File: src/rtl/pb_pkg.sv
// Shared defaults and counter-width helpers for the push-button debouncer.
package pb_pkg;

    localparam int PB_NUM_DEF     = 4;
    localparam int PB_DB_DEF      = 16;
    localparam int PB_LONG_DEF    = 1024;
    localparam int PB_RPT_DEF     = 0;
    localparam int PB_ACT_LOW_DEF = 1;

    function automatic int db_cnt_w(input int db);
        return (db < 1) ? 1 : $clog2(db + 1);
    endfunction

    function automatic int hold_cnt_w(input int lng, input int rpt);
        return (lng + rpt < 1) ? 1 : $clog2(lng + rpt + 1);
    endfunction

endpackage

File: src/rtl/pb_debounce_ch.sv
// One push-button channel: synchronizer, debounce counter, edge pulses and
// long-press / auto-repeat hold counter.
module pb_debounce_ch
    import pb_pkg::*;
#(
    parameter int DB_CYCLES     = PB_DB_DEF,
    parameter int LONG_CYCLES   = PB_LONG_DEF,
    parameter int REPEAT_CYCLES = PB_RPT_DEF,
    parameter int ACTIVE_LOW    = PB_ACT_LOW_DEF
) (
    input  logic clk,
    input  logic rst_n,
    input  logic pb_in,
    output logic pb_state,
    output logic pressed,
    output logic released,
    output logic long_press
);

    localparam int              DBW       = db_cnt_w(DB_CYCLES);
    localparam int              HW        = hold_cnt_w(LONG_CYCLES, REPEAT_CYCLES);
    localparam logic            IDLE      = (ACTIVE_LOW != 0);
    localparam logic [DBW-1:0]  DB_LAST   = DBW'(DB_CYCLES - 1);
    localparam logic [HW-1:0]   HOLD_LONG = HW'(LONG_CYCLES);
    localparam logic [HW-1:0]   HOLD_TOP  = HW'(LONG_CYCLES + REPEAT_CYCLES);
    localparam bit              RPT_EN    = (REPEAT_CYCLES > 0);

    logic [1:0]     r_sync;
    logic           r_lvl;
    logic           r_state;
    logic           r_state_d;
    logic           r_long;
    logic [DBW-1:0] r_db;
    logic [HW-1:0]  r_hold;

    logic           w_diff;
    logic           w_flip;
    logic           w_fall;
    logic [HW-1:0]  w_inc;

    assign w_diff = r_lvl ^ r_state;
    assign w_flip = w_diff && (r_db == DB_LAST);
    assign w_fall = w_flip && r_state;
    assign w_inc  = r_hold + HW'(1);

    // r_lvl is the normalised (1 = pressed) level, registered once more after
    // the two synchronizer flops.
    always_ff @(posedge clk or negedge rst_n) begin
        if (!rst_n) begin
            r_sync    <= {2{IDLE}};
            r_lvl     <= 1'b0;
            r_db      <= '0;
            r_state   <= 1'b0;
            r_state_d <= 1'b0;
            r_hold    <= '0;
            r_long    <= 1'b0;
        end else begin
            r_sync    <= {r_sync[0], pb_in};
            r_lvl     <= r_sync[1] ^ IDLE;
            r_db      <= (w_diff && !w_flip) ? r_db + DBW'(1) : '0;
            r_state   <= r_state ^ w_flip;
            r_state_d <= r_state;

            // Hold counter runs only while pressed; repeat mode folds back to
            // the long threshold so the period is REPEAT_CYCLES.
            if (!r_state || w_fall) begin
                r_hold <= '0;
                r_long <= 1'b0;
            end else begin
                r_long <= (r_hold != HOLD_TOP) &&
                          ((w_inc == HOLD_LONG) || (w_inc == HOLD_TOP));
                if (RPT_EN && (w_inc == HOLD_TOP))
                    r_hold <= HOLD_LONG;
                else if (r_hold != HOLD_TOP)
                    r_hold <= w_inc;
            end
        end
    end

    assign pb_state   = r_state;
    assign pressed    = r_state & ~r_state_d;
    assign released   = ~r_state & r_state_d;
    assign long_press = r_long;

endmodule

File: src/rtl/pb_debounce.sv
// Multi-channel push-button debouncer: NUM_PB independent channels.
module pb_debounce
    import pb_pkg::*;
#(
    parameter int NUM_PB        = PB_NUM_DEF,
    parameter int DB_CYCLES     = PB_DB_DEF,
    parameter int LONG_CYCLES   = PB_LONG_DEF,
    parameter int REPEAT_CYCLES = PB_RPT_DEF,
    parameter int ACTIVE_LOW    = PB_ACT_LOW_DEF
) (
    input  logic              clk,
    input  logic              rst_n,
    input  logic [NUM_PB-1:0] pb_in,
    output logic [NUM_PB-1:0] pb_state,
    output logic [NUM_PB-1:0] pressed,
    output logic [NUM_PB-1:0] released,
    output logic [NUM_PB-1:0] long_press
);

    if (NUM_PB < 1 || NUM_PB > 32) begin : g_bad_num
        $error("pb_debounce: NUM_PB out of range 1..32");
    end
    if (DB_CYCLES < 1 || DB_CYCLES > 65535) begin : g_bad_db
        $error("pb_debounce: DB_CYCLES out of range 1..65535");
    end
    if (LONG_CYCLES < 1 || LONG_CYCLES > (1 << 20)) begin : g_bad_long
        $error("pb_debounce: LONG_CYCLES out of range 1..2^20");
    end
    if (REPEAT_CYCLES < 0 || REPEAT_CYCLES > (1 << 20)) begin : g_bad_rpt
        $error("pb_debounce: REPEAT_CYCLES out of range 0..2^20");
    end
    if (ACTIVE_LOW != 0 && ACTIVE_LOW != 1) begin : g_bad_pol
        $error("pb_debounce: ACTIVE_LOW must be 0 or 1");
    end

    for (genvar i = 0; i < NUM_PB; i++) begin : g_ch
        pb_debounce_ch #(
            .DB_CYCLES    (DB_CYCLES),
            .LONG_CYCLES  (LONG_CYCLES),
            .REPEAT_CYCLES(REPEAT_CYCLES),
            .ACTIVE_LOW   (ACTIVE_LOW)
        ) u_ch (
            .clk       (clk),
            .rst_n     (rst_n),
            .pb_in     (pb_in[i]),
            .pb_state  (pb_state[i]),
            .pressed   (pressed[i]),
            .released  (released[i]),
            .long_press(long_press[i])
        );
    end

endmodule

File: config.mk
export PLATFORM = sky130hd
export DESIGN_NAME = pb_debounce
export DESIGN_NICKNAME = d
export VERILOG_FILES = /design/src/rtl/pb_pkg.sv /design/src/rtl/pb_debounce_ch.sv /design/src/rtl/pb_debounce.sv
export SDC_FILE = /design/constraint.sdc
export NUM_CORES = 1
export LEC_CHECK = 0
export ABC_AREA = 1
export BUFFER_PORTS_ARGS = -buffer_cell sky130_fd_sc_hd__buf_2
export CAP_MARGIN = 20
export CORE_ASPECT_RATIO = 1.2
export CORE_MARGIN = 2
export CORE_UTILIZATION = 50
export CTS_CLUSTER_DIAMETER = 120
export DETAILED_ROUTE_END_ITERATION = 10
export GPL_ROUTABILITY_DRIVEN = 0
export PLACE_DENSITY_LB_ADDON = 0.2
export SYNTH_ARGS = -nofsm -noshare
export SYNTH_HDL_FRONTEND = slang
export SYNTH_SLANG_ARGS = --single-unit
File: constraint.sdc
create_clock -name clk -period 2.4 [get_ports clk]
set_clock_uncertainty 0.05 [all_clocks]
set_input_delay 0.24 -clock clk [delete_from_list [all_inputs] [get_ports clk]]
set_output_delay 0.24 -clock clk [all_outputs]
set_load 0.02 [all_outputs]
* After elaboration in Yosys (flattened, before gate mapping)
Index checks and enable logic that the tools add are counted.
Storage, ports and cells: output and inout bits 16, memory bits (read-only) 0, register bits 88, memories kept 0, input port bits 6, memory bits (writable) 0, bits in latches 0, logic and storage cells 124
Cells by class: bitwise operators 28, equal/unequal tests 12, shifts and indexed selects 0, muxes and demuxes 16, multiply operators 0, divide/modulo/power cells 0, reductions and logical operators 32, magnitude comparators 0, $add $sub $neg 8
Operators by type and width (count):
- 11-bit two-way mux | 8
- 11-bit by 1-bit adder with 11-bit output, second input constant | 4
- 11-bit == test, second input constant | 4
- 11-bit != test, second input constant | 4
- 5-bit by 1-bit adder with 5-bit output, second input constant | 4
- 5-bit by 4-bit == test with 1-bit output, second input constant | 4
- 5-bit two-way mux | 4
- 1-bit logical AND | 16
- 1-bit inverter | 12
- 1-bit AND | 8
- 1-bit logical NOT | 8
- 2-bit nonzero test | 4
- 1-bit bitwise XOR | 8
- 1-bit logical OR | 4
- 1-bit two-way mux | 4

* Longest topological paths before layout
Gate-level depths: netlist of the first run.
word-level depth 5, depth in mapped cells 13, mapped depth without buffers 13

* By module
From an unflattened synthesis of the first run, not the netlist that was laid out.
Unflattened totals: cell total of the unflattened synthesis 560, area total of the unflattened synthesis 4588.2 sq um
Modules (own cells, without submodules):
- pb_debounce_ch (g_ch[1].u_ch ...) | area each 1152.4 sq um, cells each 139, times used 3, seq. area each 553.0 sq um
- pb_debounce_ch (g_ch[0].u_ch) | area each 1131.1 sq um, cells each 143, times used 1, seq. area each 553.0 sq um

* Worst setup path before layout of the first run
OpenSTA, ideal clock, no wires.
path type register to register, start point register g_ch[0].u_ch.r_db[0], end point register g_ch[0].u_ch.r_long, required time 2279 ps, period minus slack after synthesis 1686 ps, library setup time 71 ps, slack 714 ps, stages on the path, launching flop included 14, path buffers 0, arrival time 1565 ps, path through dfrtp_1 ha_1 nand2_1 nor2_1 ha_1 inv_1 nor2_1 nor2_1 nand2_1 nor2_1 nand2_1 nor2_2 nand2_1 nor2_1
Between the ends: cells in the longest elaborated chain, start to end 5
RTL lines:
- start: declaration | line pb_debounce_ch.sv:33 | logic [DBW-1:0] r_db;
- start signal: assignment | line pb_debounce_ch.sv:60 | r_db <= (w_diff && !w_flip) ? r_db + DBW'(1) : '0;
- 5-bit by 4-bit == test with 1-bit output | line pb_debounce_ch.sv:42 | assign w_flip = w_diff && (r_db == DB_LAST);
- 1-bit logical AND | line pb_debounce_ch.sv:42
- 1-bit logical AND | line pb_debounce_ch.sv:43 | assign w_fall = w_flip && r_state;
- 1-bit logical OR | line pb_debounce_ch.sv:66 | if (!r_state || w_fall) begin
- 1-bit two-way mux | line pb_debounce_ch.sv:66
- end signal: assignment | line pb_debounce_ch.sv:70 | r_long <= (r_hold != HOLD_TOP) &&
- end: declaration | line pb_debounce_ch.sv:32 | logic r_long;
No other way between the ends. A chain may end at the register's enable or synchronous reset.

* Final worst setup path of the first run
start point register g_ch[3].u_ch.r_db[0], end point register g_ch[3].u_ch.r_long
Between the ends: cells in the longest elaborated chain, start to end 5
RTL lines (line):
- start: declaration | pb_debounce_ch.sv:33
- start signal: assignment | pb_debounce_ch.sv:60
- 5-bit by 4-bit == test with 1-bit output | pb_debounce_ch.sv:42
- 1-bit logical AND | pb_debounce_ch.sv:42
- 1-bit logical AND | pb_debounce_ch.sv:43
- 1-bit logical OR | pb_debounce_ch.sv:66
- 1-bit two-way mux | pb_debounce_ch.sv:66
- end signal: assignment | pb_debounce_ch.sv:70
- end: declaration | pb_debounce_ch.sv:32
No other way between the ends.

==> results of run 1 <==
cells in the mapped netlist (all sizes together):
master | n | area [sq um]
and2 | 2 | 17.5
ha | 20 | 250
dfrtp | 80 | 2000
nand4 | 9 | 56.3
dfstp | 8 | 210
o21ai | 14 | 73.8
inv | 84 | 315
nor3 | 4 | 20.0
nand3b | 4 | 30.0
nor4 | 1 | 6.26
nand3 | 44 | 245
and3 | 2 | 12.5
nor2 | 113 | 469
or2 | 1 | 6.26
nor3b | 4 | 30.0
xor2 | 15 | 131
nand2 | 109 | 414
buf | 17 | 128
xnor2 | 1 | 8.76
o21bai | 2 | 15.0
a21oi | 23 | 115
cells by family after synthesis:
kind of cell	after synthesis	share of synthesized area, %
flip-flops	88	48.5
AND/OR/NAND/NOR	293	28.7
XOR/XNOR	16	3.08
AO/OA/AOI/OAI	39	4.48
buffers and inverters	101	9.72
adder cells (fa/ha/maj)	20	5.49
power groups by stage:
stage	combinational (mW)	clock (mW)	sequential (mW)
2_1_floorplan	0.0299	0	1.56
3_3_place_gp	0.0718	0	1.56
3_5_place_dp	0.0737	0	1.56
4_1_cts	0.0802	1.18	1.53
5_1_grt	0.0915	1.22	1.53
6_report	0.0761	1.13	1.53
stage by stage:
stage | setup WS (ns) | hold WS (ns)
global route | 0.264 | 0.313
CTS | 0.469 | 0.312
detailed placement | 0.492 | 0.186
global placement | 0.499 | 0.186
floorplan | 0.714 | -0.106
finish | 0.514 | 0.310
final cells by class:
cell class | count | area [sq um] | area share, %
Clock buffer | 11 | 141 | 2.84
Sequential cell | 88 | 2210 | 44.4
Multi-Input combinational cell | 368 | 1900 | 38.2
Clock inverter | 5 | 80.1 | 1.61
Timing Repair Buffer | 27 | 178 | 3.57
Inverter | 84 | 315 | 6.33
Tap cell | 120 | 150 | 3.02
worst max-delay path, stage by stage (launching register included):
cell and delay (ns):
sky130_fd_sc_hd__dfrtp_1 0.40, sky130_fd_sc_hd__ha_1 0.21, sky130_fd_sc_hd__nand2_1 0.08, sky130_fd_sc_hd__nor2_1 0.05
sky130_fd_sc_hd__ha_1 0.19, sky130_fd_sc_hd__inv_1 0.07, sky130_fd_sc_hd__nor2_1 0.05, sky130_fd_sc_hd__nor2_1 0.19
sky130_fd_sc_hd__o21ai_0 0.22, sky130_fd_sc_hd__nor2_1 0.13, sky130_fd_sc_hd__nand3_1 0.09, sky130_fd_sc_hd__nor2_1 0.10
flip-flops by register name (all words and copies together) (netlist names), named ones only:
signal and flops:
g_ch.u_ch.r_hold 44, g_ch.u_ch.r_sync 8, g_ch.u_ch.r_db 20, g_ch.u_ch.r_state_d 4, g_ch.u_ch.long_press 4, g_ch.u_ch.r_lvl 4
final timing paths:
kind	from	endpoint	slack, ns	depth (start not counted)
max in group asynchronous	rst_n	g_ch[2].u_ch.r_sync[0]	1.29	3
min in group asynchronous	rst_n	g_ch[0].u_ch.r_hold[0]	0.33	2
worst max register to register	g_ch[3].u_ch.r_db[0]	g_ch[3].u_ch.long_press	0.51	11
worst max-delay path	g_ch[3].u_ch.r_db[0]	g_ch[3].u_ch.long_press	0.51	11
worst min register to register	g_ch[1].u_ch.r_sync[0]	g_ch[1].u_ch.r_sync[1]	0.31	0
worst min-delay path	g_ch[1].u_ch.r_sync[0]	g_ch[1].u_ch.r_sync[1]	0.31	0
per-layer routing:
layer / vias to the layer above / routed length (um)
met5: - / 0
met4: 0 / 127
met3: 11 / 202
met2: 40 / 3560
met1: 1573 / 3630
li1: 1760 / -
timing repair:
item | CTS | global route
endpoints found under the hold margin | 37 | 0
hold buffers | 5 | 0
gates resized for setup | 0 | 0
layout by cell type, fill, tap and decap left out, drive strengths merged, types with 2 or more instances in the layout:
cell type    count
nor2           113
nand2          109
inv             84
dfrtp           80
nand3           44
a21oi           23
buf             22
ha              20
xor2            15
o21ai           14
clkbuf          11
nand4            9
dfstp            8
dlygate4sd3      5
nor3b            4
nand3b           4
nor3             4
o21bai           2
and2             2
and3             2
clkinvlp         2
bufinv           2
==> flow_metrics.env, run 1 <==
export IMPL_global_route_overflow_total=0
export IMPL_p_per_area_mw_per_mm2=550
export IMPL_dieHeight_um=109
export IMPL_crit_required_ns=2.63
export IMPL_via_count=3384
export IMPL_globalRouteMet2Util_pct=27.9
export IMPL_tritoncts_num_sinks=88
export IMPL_critPathKind="flip-flop to flip-flop"
export IMPL_drt_wl_total_mm=7.53
export IMPL_finalCoreUtilization_pct=55.7
export IMPL_ios=22
export IMPL_layout_nets=604
export IMPL_groute_layer_met1_usage_pct=21.3
export IMPL_gr_usage_all_layers_pct=16.7
export IMPL_maxClockFrequency_mhz=530
export IMPL_netlist_instances=557
export IMPL_totalNegativeSetupSlack_ns=0
export IMPL_finalCriticalPeriod_ns=1.89
export IMPL_grt_pass1_wl_mm=13.4
export IMPL_combinationalPowerShare_pct=2.8
export IMPL_detail_route_wl_per_cell_um=10.7
export IMPL_clock_slew_at_the_register_clock_pins_of_the_worst_setup_and_hold_paths_ns=0.08
export IMPL_grt_met3_usage_pct=3.21
export IMPL_post_dp_cell_area_sq_mm=0.00471
export IMPL_die_w_um=91.2
export IMPL_cp_start_kind="flip-flop"
export IMPL_final_max_slew_viol_count=0
export IMPL_cellLeakagePower_nw=2.36
export IMPL_critPathMaxFanout=4
export IMPL_finalSetupViolCount=0
export IMPL_row_count=38
export IMPL_worst_slew_pin_transition_ns=0.577
export IMPL_netSwitchingFraction_pct=21.4
export IMPL_postSynthAreaPerCell_sq_um=8.18
export IMPL_finalPower_mw=2.74
export IMPL_cts_tree="built"
export IMPL_final_design_area_no_fill_sq_mm=0.00498
export IMPL_yosysUniqueCellTypes=26
export IMPL_synthToLayoutAreaGrowth_pct=9.25
export IMPL_power_report_internal_total_mw=2.15
export IMPL_post_synth_instance_area_sq_mm=0.00456
export IMPL_postSynthRegisterBits=88
export IMPL_cp_arrival_ns=2.12
export IMPL_grt_pass1_vias=3218
export IMPL_firstDrtPassIters=4
export IMPL_rsz0062_at_grt="no"
export IMPL_residual_drc=0
export IMPL_grt_start_max_net_pins=54
export IMPL_cts_max_path_buffers=2
export IMPL_synth_sequential_area_ratio_pct=48.5
export IMPL_vdd_ir_drop_max_v=0.000386
export IMPL_cap_violations=0
export IMPL_layout_drive_gt1_share_pct=11.3
export IMPL_viasPerCell=4.81
export IMPL_postRouteAntennaNets=0
export IMPL_antenna_diode_count=0
export IMPL_synth_fp_nets=583
export IMPL_grt_busiest_layer="met2"
export IMPL_placed_cells_incl_taps=682
export IMPL_clkLatencyLatePin_ns=0.35
export IMPL_post_cts_setup_buffer_count=0
export IMPL_dr_first_iter_drc_count=162
export IMPL_hold_viol_final=0
export IMPL_cts_buffers=9
export IMPL_slew_headroom_pct=61.1
export IMPL_nFillCells=839
export IMPL_switching_power_mw=0.585
export IMPL_timing_final_crit_share_pct=78.6
export IMPL_h_tree_level_count=3
export IMPL_cp_end_kind="flip-flop"
export IMPL_pwr_share_seq_pct=55.8
export IMPL_ctsRootBufferMaster="sky130_fd_sc_hd__clkbuf_8"
export IMPL_pwr_share_clk_pct=41.4
export IMPL_non_filler_instance_count_after_layout=703
export IMPL_hpwl_mm=5.47
export IMPL_status="complete, no violations"
export IMPL_die_area_sq_mm=0.00990
export IMPL_numPortBuffers=21
export IMPL_initial_standard_cell_utilization_of_the_core_pct=51.0
export IMPL_yosysWarningCount=0
export IMPL_min_path_type="flip-flop to flip-flop"
export IMPL_number_of_antenna_violations_at_the_first_check_in_global_routing=0
export IMPL_core_region_area_sq_mm=0.00894
(Power assumes the default switching activity.)
==> run 2: changes to the inputs <==
==> constraint.sdc (replaced) <==
create_clock -name clk -period 1.8 [get_ports clk]
set_clock_uncertainty 0.05 [all_clocks]
set_input_delay 0.18 -clock clk [delete_from_list [all_inputs] [get_ports clk]]
set_output_delay 0.18 -clock clk [all_outputs]
set_load 0.02 [all_outputs]
==> run 2 against run 1 <==
Global-route usage increased by 0.64 points. Sequential power increased by 33%. Critical path depth increased by 2. Maximum frequency increased by 10%. Clock-buffer cell count increased by 3. Non-clock buffer count increased by 14. Critical path type unchanged. Sequential cell count unchanged. Die area unchanged. Register-to-register slack got worse by 0.42 ns.
==> flow_metrics.env, run 2 (synthesis results as in run 1) <==
export IMPL_status="complete, no violations"
export IMPL_multi_input_area_sq_mm=0.00198
export IMPL_place_worst_setup_slack_ns=-0.0252
export IMPL_die_w_um=91.2
export IMPL_endpoint_of_the_most_critical_register_to_register_path="g_ch[2].u_ch.long_press"
export IMPL_antenna_diode_count=0
export IMPL_seq_area_sq_mm=0.00221
export IMPL_cp_end_kind="flip-flop"
export IMPL_final_cell_mix="103 x sky130_fd_sc_hd__nand2_1, 94 x sky130_fd_sc_hd__nor2_1, 79 x sky130_fd_sc_hd__inv_1, 79 x sky130_fd_sc_hd__dfrtp_1, 39 x sky130_fd_sc_hd__nand3_1"
export IMPL_worst_slew_pin_transition_ns=0.608
export IMPL_crit_required_ns=2.04
export IMPL_final_max_slew_viol_count=0
export IMPL_layout_cells_most_common="sky130_fd_sc_hd__nand2_1"
export IMPL_dieHeight_um=109
export IMPL_gr_usage_all_layers_pct=17.3
export IMPL_finalSetupViolCount=0
export IMPL_grt_start_max_net_pins=33
export IMPL_timing_reg2reg_setup_slack_ns=0.09
export IMPL_ctsRootBufferMaster="sky130_fd_sc_hd__clkbuf_8"
export IMPL_tritoncts_num_sinks=88
export IMPL_slew_headroom_pct=59.0
export IMPL_cap_violations=0
export IMPL_finalPower_mw=3.33
export IMPL_p_per_area_mw_per_mm2=653
export IMPL_detail_route_wl_per_cell_um=11.0
export IMPL_viasPerCell=4.93
export IMPL_launching_point_of_the_worst_reg2reg_path="g_ch[2].u_ch.r_db[0]"
export IMPL_top_regs="g_ch.u_ch.r_hold (44), g_ch.u_ch.r_db (20), g_ch.u_ch.r_sync (8)"
export IMPL_clkLatencyLatePin_ns=0.36
export IMPL_clock_slew_at_the_register_clock_pins_of_the_worst_setup_and_hold_paths_ns=0.08
export IMPL_final_design_area_no_fill_sq_mm=0.00511
export IMPL_dr_first_iter_drc_count=98
export IMPL_finalCriticalPeriod_ns=1.71
export IMPL_hpwl_mm=5.75
export IMPL_cellLeakagePower_nw=2.40
export IMPL_maxClockFrequency_mhz=585
export IMPL_grt_pass1_vias=3313
export IMPL_grt_pass1_wl_mm=13.9
export IMPL_cts_tree="built"
export IMPL_post_dp_cell_area_sq_mm=0.00477
export IMPL_hold_viol_final=0
export IMPL_global_route_overflow_total=0
export IMPL_residual_drc=0
export IMPL_synthToLayoutAreaGrowth_pct=12.1
export IMPL_rsz0062_at_grt="yes"
export IMPL_largest_reg_flops=44
export IMPL_number_of_antenna_violations_at_the_first_check_in_global_routing=0
export IMPL_firstDrtPassIters=4
export IMPL_postRouteAntennaNets=0
export IMPL_layout_nets=618
export IMPL_h_tree_level_count=3
export IMPL_cts_max_path_buffers=2
export IMPL_worst_r2r_path_depth=13
export IMPL_via_count=3533
export IMPL_min_path_type="primary input to async pin"
export IMPL_numPortBuffers=21
export IMPL_cp_start_kind="flip-flop"
export IMPL_core_region_area_sq_mm=0.00894
export IMPL_register_ranked_first_by_flip_flop_count="g_ch.u_ch.r_hold"
export IMPL_cts_buffers=9
export IMPL_ios=22
export IMPL_layout_drive_gt1_share_pct=18.0
export IMPL_nFillCells=844
export IMPL_vdd_ir_drop_max_v=0.000453
export IMPL_critPathKind="flip-flop to flip-flop"
export IMPL_row_count=38
export IMPL_finalCoreUtilization_pct=57.1
export IMPL_drt_wl_total_mm=7.88
export IMPL_timing_final_crit_share_pct=95.0
export IMPL_initial_standard_cell_utilization_of_the_core_pct=51.0
export IMPL_die_area_sq_mm=0.00990
export IMPL_cp_arrival_ns=1.95
export IMPL_layout_setup_ws_ns=0.0905
export IMPL_critPathMaxFanout=3
==> run 2: cell count changes in the layout (fill, tap and decap cells not counted), sizes merged <==
cell | previous run | this run
buf | 22 | 36
bufinv | 2 | 0
clkbuf | 11 | 14
clkinvlp | 2 | 1
inv | 84 | 83
==> run 2: timing repair <==
item,in CTS,in global routing
setup endpoints to repair,1,40
gates resized for setup,2,33
endpoints found under the hold margin,28,0
hold buffers,5,0
pin swaps,0,25
setup buffers,0,5
==> run 2: layout make-up <==
cell class	instances	area share, %
inverters	84	6.25
flip-flops and latches	88	43.3
multi-input cells	368	38.8
clock buffers	14	2.99
clock inverters	1	0.0980
repair buffers	41	5.61
well taps	120	2.94
==> run 2: how the worst max path moves through the flow <==
stage,start,depth (start not counted),endpoint
after floorplan,g_ch[0].u_ch.r_db[0],13,g_ch[0].u_ch.long_press
after global placement,g_ch[3].u_ch.r_db[0],11,g_ch[3].u_ch.long_press
after global routing,g_ch[2].u_ch.r_db[0],13,g_ch[2].u_ch.long_press
after detailed placement,g_ch[3].u_ch.r_db[0],11,g_ch[3].u_ch.long_press
final,g_ch[2].u_ch.r_db[0],13,g_ch[2].u_ch.long_press
after CTS,g_ch[2].u_ch.r_db[0],13,g_ch[2].u_ch.long_press
==> run 2: report_power, final <==
group | switching, mW | leakage [nW] | internal (mW)
clock network | 0.643 | 0.0805 | 0.533
logic | 0.0711 | 1.14 | 0.0455
registers | 0.0242 | 1.18 | 2.02
total | 0.739 | 2.40 | 2.60
==> run 2: critical path, cell delays in order, from the launching register on <==
cell and delay, ns:
sky130_fd_sc_hd__dfrtp_1 0.40, sky130_fd_sc_hd__ha_2 0.19, sky130_fd_sc_hd__nand2_2 0.07, sky130_fd_sc_hd__nor2_2 0.04
sky130_fd_sc_hd__ha_2 0.18, sky130_fd_sc_hd__inv_2 0.08, sky130_fd_sc_hd__nor2_4 0.04, sky130_fd_sc_hd__nor2_4 0.12
sky130_fd_sc_hd__nand2_1 0.06, sky130_fd_sc_hd__nor2_1 0.09, sky130_fd_sc_hd__nand2_1 0.06, sky130_fd_sc_hd__nor2_1 0.11
sky130_fd_sc_hd__nand2_1 0.08, sky130_fd_sc_hd__nor2_1 0.09
==> run 2: stage by stage <==
stage / setup TNS, ns / instances / hold WS [ns]
after global routing: -0.103 / 716 / 0.274
final: 0 / 716 / 0.238
after detailed placement: -0.0252 / 691 / 0.0890
after global placement: 0 / 691 / 0.0819
after CTS: 0 / 711 / 0.262
after floorplan: 0 / 557 / -0.166
==> run 2: metal layers <==
metal	GRT usage, %	up-vias	routed length [um]
li1	-	1800	-
met1	21.2	1669	3630
met2	29.9	52	3870
met3	3.21	12	226
met4	8.01	0	157
met5	0	-	0
==> run 3: changes to the inputs <==
--- a/config.mk
+++ b/config.mk
@@ -15,6 +15,7 @@
 export DETAILED_ROUTE_END_ITERATION = 10
 export GPL_ROUTABILITY_DRIVEN = 0
 export PLACE_DENSITY_LB_ADDON = 0.2
+export SETUP_SLACK_MARGIN = 0.3
 export SYNTH_ARGS = -nofsm -noshare
 export SYNTH_HDL_FRONTEND = slang
 export SYNTH_SLANG_ARGS = --single-unit
==> run 3 against run 2 <==
Die area unchanged. Worst setup slack worse by 0.064 ns. Sequential cell count unchanged. Largest cell class unchanged. Highest routed layer unchanged.
==> flow_metrics.env, run 3 (synthesis results as in run 1) <==
export IMPL_initial_standard_cell_utilization_of_the_core_pct=51.0
export IMPL_die_area_sq_mm=0.00990
export IMPL_cts_max_path_buffers=2
export IMPL_cts_buffers=9
export IMPL_viasPerCell=4.87
export IMPL_finalSetupViolCount=0
export IMPL_via_count=3607
export IMPL_top_regs="g_ch.u_ch.r_hold (44), g_ch.u_ch.r_db (20), g_ch.u_ch.r_sync (8)"
export IMPL_vdd_ir_drop_max_v=0.000340
export IMPL_totalNegativeSetupSlack_ns=0
export IMPL_layout_drive_gt1_share_pct=26.1
export IMPL_antenna_diode_count=0
export IMPL_residual_drc=0
export IMPL_timing_reg2reg_setup_slack_ns=0.03
export IMPL_numPortBuffers=21
export IMPL_worst_path_dominant_cell_family="simple AND/OR/NAND/NOR gates"
export IMPL_row_count=38
export IMPL_grt_start_max_net_pins=57
export IMPL_cts_tree="built"
export IMPL_crit_path_max_cell_delay_ns=0.39
export IMPL_firstDrtPassIters=4
export IMPL_status="complete, no violations"
export IMPL_launching_point_of_the_worst_reg2reg_path="g_ch[1].u_ch.r_db[1]"
export IMPL_grt_pass1_vias=3463
export IMPL_register_ranked_first_by_flip_flop_count="g_ch.u_ch.r_hold"
export IMPL_hold_viol_final=0
export IMPL_clkLatencyLatePin_ns=0.36
export IMPL_cp_arrival_ns=2.02
export IMPL_critPathMostFrequentCell="sky130_fd_sc_hd__nor2_1"
export IMPL_hpwl_mm=5.70
export IMPL_critical_path_n_buffers_inverters=1
export IMPL_timing_final_crit_share_pct=98.5
export IMPL_detail_route_wl_per_cell_um=11.6
export IMPL_grt_pass1_wl_mm=14.3
export IMPL_critPathKind="flip-flop to flip-flop"
export IMPL_tritoncts_num_sinks=88
export IMPL_gr_usage_all_layers_pct=17.8
export IMPL_clock_slew_at_the_register_clock_pins_of_the_worst_setup_and_hold_paths_ns=0.09
export IMPL_synthToLayoutAreaGrowth_pct=21.9
export IMPL_slew_headroom_pct=75.8
export IMPL_dieHeight_um=109
export IMPL_finalPower_mw=3.48
export IMPL_number_of_antenna_violations_at_the_first_check_in_global_routing=0
export IMPL_cp_end_kind="flip-flop"
export IMPL_h_tree_level_count=3
export IMPL_ios=22
export IMPL_die_w_um=91.2
export IMPL_min_path_type="primary input to async pin"
export IMPL_ctsRootBufferMaster="sky130_fd_sc_hd__clkbuf_8"
export IMPL_finalCriticalPeriod_ns=1.77
export IMPL_rsz0062_at_grt="yes"
export IMPL_worst_slew_pin_transition_ns=0.363
export IMPL_dr_first_iter_drc_count=83
export IMPL_finalCoreUtilization_pct=62.2
export IMPL_core_region_area_sq_mm=0.00894
export IMPL_maxClockFrequency_mhz=564
export IMPL_postRouteAntennaNets=0
export IMPL_worst_setup_path_startpoint="g_ch[1].u_ch.r_db[1]"
export IMPL_cp_slowest_cell="sky130_fd_sc_hd__dfrtp_1"
export IMPL_critPathMaxFanout=4
export IMPL_final_cell_mix="103 x sky130_fd_sc_hd__nand2_1, 86 x sky130_fd_sc_hd__nor2_1, 78 x sky130_fd_sc_hd__inv_1"
export IMPL_cp_start_kind="flip-flop"
export IMPL_layout_cells_most_common="sky130_fd_sc_hd__nand2_1"
export IMPL_cellLeakagePower_nw=2.56
export IMPL_p_per_area_mw_per_mm2=626
export IMPL_global_route_overflow_total=0
export IMPL_path_cells="ha_2 > nand2_2 > nor2_1 > ha_2 > inv_2 > nor2_2 > nor2_4 > nand2_1 > nor2_1 > nand2_1 > nor2_1 > nand2_1 > nor2_1"
export IMPL_largest_reg_flops=44
export IMPL_crit_required_ns=2.04
export IMPL_drt_wl_total_mm=8.59
export IMPL_cap_violations=0
export IMPL_final_max_slew_viol_count=0
export IMPL_layout_nets=641
export IMPL_nFillCells=766
[run 3: cell count changes in the layout (fill, tap and decap cells not counted), sizes merged]
cell	before	now
buf	36	59
clkinvlp	1	3
clkinv	1	2
inv	83	84
clkbuf	14	11
[run 3: per-layer routing]
layer | global-route usage, % | vias to the layer above | wire [um]
met4 | 7.25 | 0 | 109
met1 | 20.8 | 1711 | 3760
met2 | 32.2 | 40 | 4500
met5 | 0 | - | 0
met3 | 3.41 | 10 | 226
li1 | - | 1846 | -
[run 3: worst register-to-register path, cell delays in order, from the launching register on]
cell and delay [ns]:
sky130_fd_sc_hd__dfrtp_1 0.39, sky130_fd_sc_hd__ha_2 0.19, sky130_fd_sc_hd__nand2_2 0.05, sky130_fd_sc_hd__nor2_1 0.04, sky130_fd_sc_hd__ha_2 0.17, sky130_fd_sc_hd__inv_2 0.06
sky130_fd_sc_hd__nor2_2 0.05, sky130_fd_sc_hd__nor2_4 0.17, sky130_fd_sc_hd__nand2_1 0.09, sky130_fd_sc_hd__nor2_1 0.11, sky130_fd_sc_hd__nand2_1 0.06, sky130_fd_sc_hd__nor2_1 0.11
sky130_fd_sc_hd__nand2_1 0.06, sky130_fd_sc_hd__nor2_1 0.09
[run 3: metrics by stage]
| step | instances | instance area [sq um] | setup WS, ns | hold WS [ns] |
|---|---|---|---|---|
| global route | 740 | 5560 | -0.132 | 0.0909 |
| global placement | 686 | 4780 | 0.0924 | -0.0589 |
| finish | 740 | 5560 | 0.0262 | 0.106 |
| floorplan | 557 | 4600 | 0.191 | -0.166 |
| detailed placement | 686 | 4780 | 0.0333 | -0.0584 |
| CTS | 723 | 5220 | 0.141 | 0.0856 |
[run 3: where the power goes]
group | internal [mW] | switching, mW
combinational | 0.0612 | 0.0791
clock | 0.584 | 0.710
sequential | 2.02 | 0.0271
total | 2.66 | 0.817
[run 3: what timing repair did]
| item | CTS | global route |
|---|---|---|
| endpoints found under the hold margin | 84 | 0 |
| hold buffers | 5 | 0 |
| endpoints found under the setup margin | 49 | 72 |
| pin swaps | 25 | 29 |
| resized for setup | 24 | 62 |
| buffers inserted | 16 | 17 |
[run 3: final cells by class]
| cell class | instances | area [sq um] | share of cell area (%) |
|---|---|---|---|
| inverters | 84 | 333 | 5.99 |
| multi-input cells | 368 | 2150 | 38.8 |
| well taps | 120 | 150 | 2.70 |
| clock buffers | 11 | 151 | 2.73 |
| flip-flops and latches | 88 | 2220 | 39.9 |
| repair buffers | 64 | 512 | 9.21 |
| clock inverters | 5 | 40.0 | 0.721 |
[run 3: path summary, 6_finish.rpt]
check / end / cells after the start
setup / recovery: g_ch[1].u_ch.long_press / 13
hold / removal: g_ch[0].u_ch.r_hold[2] / 2
setup reg to reg: g_ch[1].u_ch.long_press / 13
hold reg to reg: g_ch[3].u_ch.r_sync[1] / 0
max in group asynchronous: g_ch[3].u_ch.r_sync[0] / 3
min in group clk: g_ch[3].u_ch.r_sync[1] / 0
